### src/rtl/aes16_dec_scheduler.sv
// Two-requester round-robin front end for a fixed-latency 16-bit decryption core.
// Registers ciphertext/key to the core, waits LATENCY cycles, holds the plaintext until consumed.
module aes16_dec_scheduler #(
  parameter int unsigned LATENCY   = 4,
  parameter logic [15:0] KEY_RESET = 16'hABCD
) (
  input  logic        clk,
  input  logic        rst,
  input  logic        req0_valid,
  input  logic [15:0] req0_data,
  output logic        req0_ready,
  input  logic        req1_valid,
  input  logic [15:0] req1_data,
  output logic        req1_ready,
  input  logic        key_we,
  input  logic [15:0] key_in,
  output logic [15:0] core_codein,
  output logic [15:0] core_key,
  input  logic [15:0] core_codeout,
  output logic        out_valid,
  output logic [15:0] out_data,
  output logic        out_src,
  input  logic        out_ready,
  output logic        busy
);

  typedef enum logic [1:0] {IDLE, RUN, DONE} state_t;

  localparam logic [7:0] CNT_INIT = 8'(LATENCY - 1);

  state_t      state_q, state_d;
  logic [15:0] key_q, key_d;
  logic        last_grant_q, last_grant_d;
  logic [7:0]  cnt_q, cnt_d;
  logic        out_valid_q, out_valid_d;
  logic [15:0] out_data_q, out_data_d;
  logic        out_src_q, out_src_d;
  logic [15:0] core_codein_q, core_codein_d;
  logic [15:0] core_key_q, core_key_d;

  logic grant_vld;
  logic grant_idx;

  always_comb begin
    grant_vld = req0_valid | req1_valid;
    if (req0_valid && req1_valid) begin
      grant_idx = ~last_grant_q;
    end else begin
      grant_idx = req1_valid;
    end
  end

  always_comb begin
    state_d       = state_q;
    key_d         = key_q;
    last_grant_d  = last_grant_q;
    cnt_d         = cnt_q;
    out_valid_d   = out_valid_q;
    out_data_d    = out_data_q;
    out_src_d     = out_src_q;
    core_codein_d = core_codein_q;
    core_key_d    = core_key_q;
    req0_ready    = 1'b0;
    req1_ready    = 1'b0;

    // Transfers sample key_q before this edge's write, so a coincident write waits a turn.
    if (key_we) begin
      key_d = key_in;
    end

    case (state_q)
      IDLE: begin
        if (!rst && grant_vld) begin
          req0_ready    = ~grant_idx;
          req1_ready    = grant_idx;
          core_codein_d = grant_idx ? req1_data : req0_data;
          core_key_d    = key_q;
          out_src_d     = grant_idx;
          last_grant_d  = grant_idx;
          cnt_d         = CNT_INIT;
          state_d       = RUN;
        end
      end
      RUN: begin
        if (cnt_q == 8'd0) begin
          out_data_d  = core_codeout;
          out_valid_d = 1'b1;
          state_d     = DONE;
        end else begin
          cnt_d = cnt_q - 8'd1;
        end
      end
      DONE: begin
        if (out_ready) begin
          out_valid_d = 1'b0;
          state_d     = IDLE;
        end
      end
      default: state_d = IDLE;
    endcase
  end

  always_ff @(posedge clk) begin
    if (rst) begin
      state_q       <= IDLE;
      key_q         <= KEY_RESET;
      last_grant_q  <= 1'b1;
      cnt_q         <= 8'd0;
      out_valid_q   <= 1'b0;
      out_data_q    <= 16'd0;
      out_src_q     <= 1'b0;
      core_codein_q <= 16'd0;
      core_key_q    <= KEY_RESET;
    end else begin
      state_q       <= state_d;
      key_q         <= key_d;
      last_grant_q  <= last_grant_d;
      cnt_q         <= cnt_d;
      out_valid_q   <= out_valid_d;
      out_data_q    <= out_data_d;
      out_src_q     <= out_src_d;
      core_codein_q <= core_codein_d;
      core_key_q    <= core_key_d;
    end
  end

  assign core_codein = core_codein_q;
  assign core_key    = core_key_q;
  assign out_valid   = out_valid_q;
  assign out_data    = out_data_q;
  assign out_src     = out_src_q;
  assign busy        = (state_q != IDLE);

endmodule

### config.mk
export PLATFORM = sky130hd
export DESIGN_NAME = aes16_dec_scheduler
export DESIGN_NICKNAME = d
export VERILOG_FILES = /design/src/rtl/aes16_dec_scheduler.sv
export SDC_FILE = /design/constraint.sdc
export NUM_CORES = 1
export LEC_CHECK = 0
export CORE_MARGIN = 4
export CORE_UTILIZATION = 30
export CTS_BUF_LIST = sky130_fd_sc_hd__clkbuf_4 sky130_fd_sc_hd__clkbuf_8
export DETAILED_ROUTE_END_ITERATION = 8
export PLACE_DENSITY_LB_ADDON = 0.1
export SLEW_MARGIN = 10
export SYNTH_ARGS = -nofsm -noshare
export SYNTH_HDL_FRONTEND = slang
export SYNTH_SLANG_ARGS = --single-unit
### constraint.sdc
create_clock -name clk -period 3.55 [get_ports clk]
set_clock_uncertainty 0.05 [all_clocks]
set_input_delay 0.8875 -clock clk [delete_from_list [all_inputs] [get_ports clk]]
set_output_delay 0.8875 -clock clk [all_outputs]
set_load 0.01 [all_outputs]
==> flow_summary_export.csv <==
group,metric,value,unit
die,start_util,0.3116,
synthesis,yosysTopAreaCell,"dfxtp_1",
die,die_y,112.0,um
synthesis,syn_inst,354,
place,gp_congestion,0.7439,
cts,cts.hold.buffers_added,0,
synthesis,yosysMostFrequentCell,"dfxtp_1",
synthesis,synth_edf_count,0,
worst_setup_path,crit_chain,"clkdlybuf4s50_1, or2_2, nand2_1, nor3_1, clkdlybuf4s50_1",
synthesis,ys_top_cells_by_count,"77 x dfxtp_1, 45 x a21oi_1, 35 x mux2i_1",
worst_setup_path,cp_common_cell,"clkdlybuf4s50_1",
drt,drcViolationCount,0,
synthesis,ys_warn_count,0,
timing,fmax,300.9,MHz
cts,clkTransAtPathRegs,90,ps
grt,grt_pass1_vias,3099,
drt,viasPerCell,5.088,
cts,cts_max_level,3,
place,dp_hpwl,6459,um
worst_setup_path,crit_arrival,2390,ps
timing,maxSlewHeadroom,0.4617,
timing,hold_slack,417.9,ps
grt,grt_max_degree,53,
place,pre_cts_ws,201.2,ps
die,num_rows,37,
worst_setup_path,cp-start-kind,"input port",
synthesis,ys_seq_area_frac,0.4749,
timing,setup_slack,226.8,ps
cts,cts_resized,0,
synthesis,syn_area_per_cell,9.168,um2
power,power_density,546.6,nW/um2
power,ir_worst_vdd,0.2178,mV
drt,drt-initial-drc-count,169,
grt,grt-ovfl-total,0,
synthesis,ys.flop_type,"dfxtp_1",
worst_setup_path,path_max_fanout,4,
die,die_x,112.0,um
synthesis,synthArstFlopShare,0,
cts,cts.sinks,77,
cts,cts_tree,"yes",
timing,fin_crit_sh,0.9361,
drt,avgRoutedWirePerCell,16.15,um
timing,rsz0062_at_grt,"no",
die,core-area,10420,um2
cells_and_area,diodes,0,
cells_and_area,syn2layout_area_growth,49.07,%
drt,wirelength,9754,um
drt,dr.pass1.iters,4,
cts,clockBufferDepth,2,
timing,tightest_slew,807.4,ps
worst_setup_path,path_delay_family,"buffers and inverters",
grt,grt_antenna_before_repair,0,
cells_and_area,fillers,1034,
grt,track_usage,0.1540,
drt,ant_nets,0,
power,power_leakage,1.823,nW
cells_and_area,nNetsFinal,535,
timing,totalNegativeSetupSlack,0,ps
worst_hold_path,hold_class,"flop to flop",
worst_setup_path,cp-end-kind,"output port",
die,dieArea,12550,um2
cts,postCtsSetupRepairBufs,0,
synthesis,synth_top_cell_area_share,0.4749,
place,placed_cell_area,4607,um2
timing,hold_violations,0,
place,portBuffers,122,
run,drv_cap,0,
worst_setup_path,path_buf_inv,2,
worst_setup_path,crit_path_max_incr_delay,570,ps
die,num_io_pins,123,
outcome,status,"finished clean",
synthesis,synth.area.top_cells,"dfxtp_1 47%, mux2i_1 11%, a21oi_1 6.9%, a211oi_1 4.4%, nand3_1 4.2%",
worst_setup_path,critPathSlowestCell,"clkdlybuf4s50_1",
cells_and_area,drive_above_1_share,0.08120,
synthesis,synth_nets,426,
synthesis,synth_seq_cells,77,
synthesis,syn-cell-area,3246,um2
drt,dr_total_vias,3073,
timing,period_needed,3323,ps
cells_and_area,fin_area,4838,um2
cts,cts-root-buf,"clkbuf_8",
synthesis,synth_cell_types,35,
cts,clk_latency,340,ps
grt,grt_pass1_wl,16020,um
worst_setup_path,cp.required,2610,ps
worst_setup_path,path_class,"input port to output port",
cts,cts_made_buffers,9,
timing,slew_viol_final,0,
timing,setup_violations,0,
==> worst reg2reg max path: stages, from the launching register on <==
cell	delay, ps
dfxtp_1	390
or4_1	930
or4b_1	630
a21oi_1	160
==> cells by family (layout without fill, tap and decap cells) <==
group | after synthesis | count (layout) | share of synthesized area
buffers and inverters | 41 | 155 | 0.04934
AND/OR/NAND/NOR | 84 | 84 | 0.1396
adder cells (fa/ha/maj) | 2 | 2 | 0.007709
multiplexers | 35 | 35 | 0.1079
AO/OA/AOI/OAI | 115 | 115 | 0.2205
flip-flops | 77 | 77 | 0.4749
==> area by class of cell <==
class,count,area (um2),area share
multi-input combinational,236,1567,0.3238
sequential,77,1541,0.3186
timing repair buffer,135,1314,0.2715
tap,136,170.2,0.03517
clock buffer,10,137.6,0.02845
clock inverter,6,93.84,0.01939
inverter,4,15.01,0.003103
==> where the power goes <==
| group | switching (mW) | internal [mW] |
|---|---|---|
| Sequential | 0.0688 | 0.975 |
| Clock | 0.333 | 0.421 |
| Combinational | 0.449 | 0.396 |
==> worst paths after layout <==
path | start | cells past startpoint | slack (ps) | to
setup reg to reg | cnt_q[2]$_SDFFE_PP0P_ | 3 | 1320 | cnt_q[7]$_SDFFE_PP0P_
hold reg to reg | key_q[5]$_SDFFE_PP0P_ | 2 | 420 | core_key[5]$_SDFFE_PP0P_
hold / removal | key_q[5]$_SDFFE_PP0P_ | 2 | 420 | core_key[5]$_SDFFE_PP0P_
setup / recovery | req0_valid | 5 | 230 | req0_ready
==> layer usage <==
layer | global-route usage | vias to the layer above | wire (um)
li1 | - | 1535 | -
met1 | 0.1916 | 1445 | 4281
met2 | 0.2582 | 85 | 4669
met3 | 0.05553 | 8 | 708
met4 | 0.03205 | 0 | 95
met5 | 0 | - | 0
==> registers in the layout (all words and copies together), names as in the netlist <==
name	cells
core_key	16
last_grant_q	1
out_data	16
key_q	16
core_codein	16
out_src	1
cnt_q	8
state_q	2
out_valid	1
==> layout by cell type (no fill, tap or decap), drive strengths merged, types with 3 or more instances in the layout <==
| master | netlist | routed |
|---|---|---|
| a211oi | 19 | 19 |
| a211o | 4 | 4 |
| a21oi | 45 | 45 |
| nand3 | 27 | 27 |
| nand4 | 17 | 17 |
| clkbuf | 31 | 10 |
| inv | 3 | 5 |
| dfxtp | 77 | 77 |
| nand2 | 13 | 13 |
| o211ai | 3 | 3 |
| mux2i | 35 | 35 |
| nor2 | 10 | 10 |
| o31ai | 17 | 17 |
| or3b | 3 | 3 |
| clkdlybuf4s50 | 0 | 121 |
| o21ai | 20 | 20 |
| buf | 6 | 14 |
==> metrics by stage <==
stage                     utilization  cells  total power, mW
after floorplan                     -    354            1.514
after global placement         0.4423    588            1.909
after detailed placement       0.4423    588            1.921
after CTS                      0.4645    604            2.683
after global routing           0.4645    604            2.802
final                          0.4645    604            2.644
(Power assumes the default switching activity.)
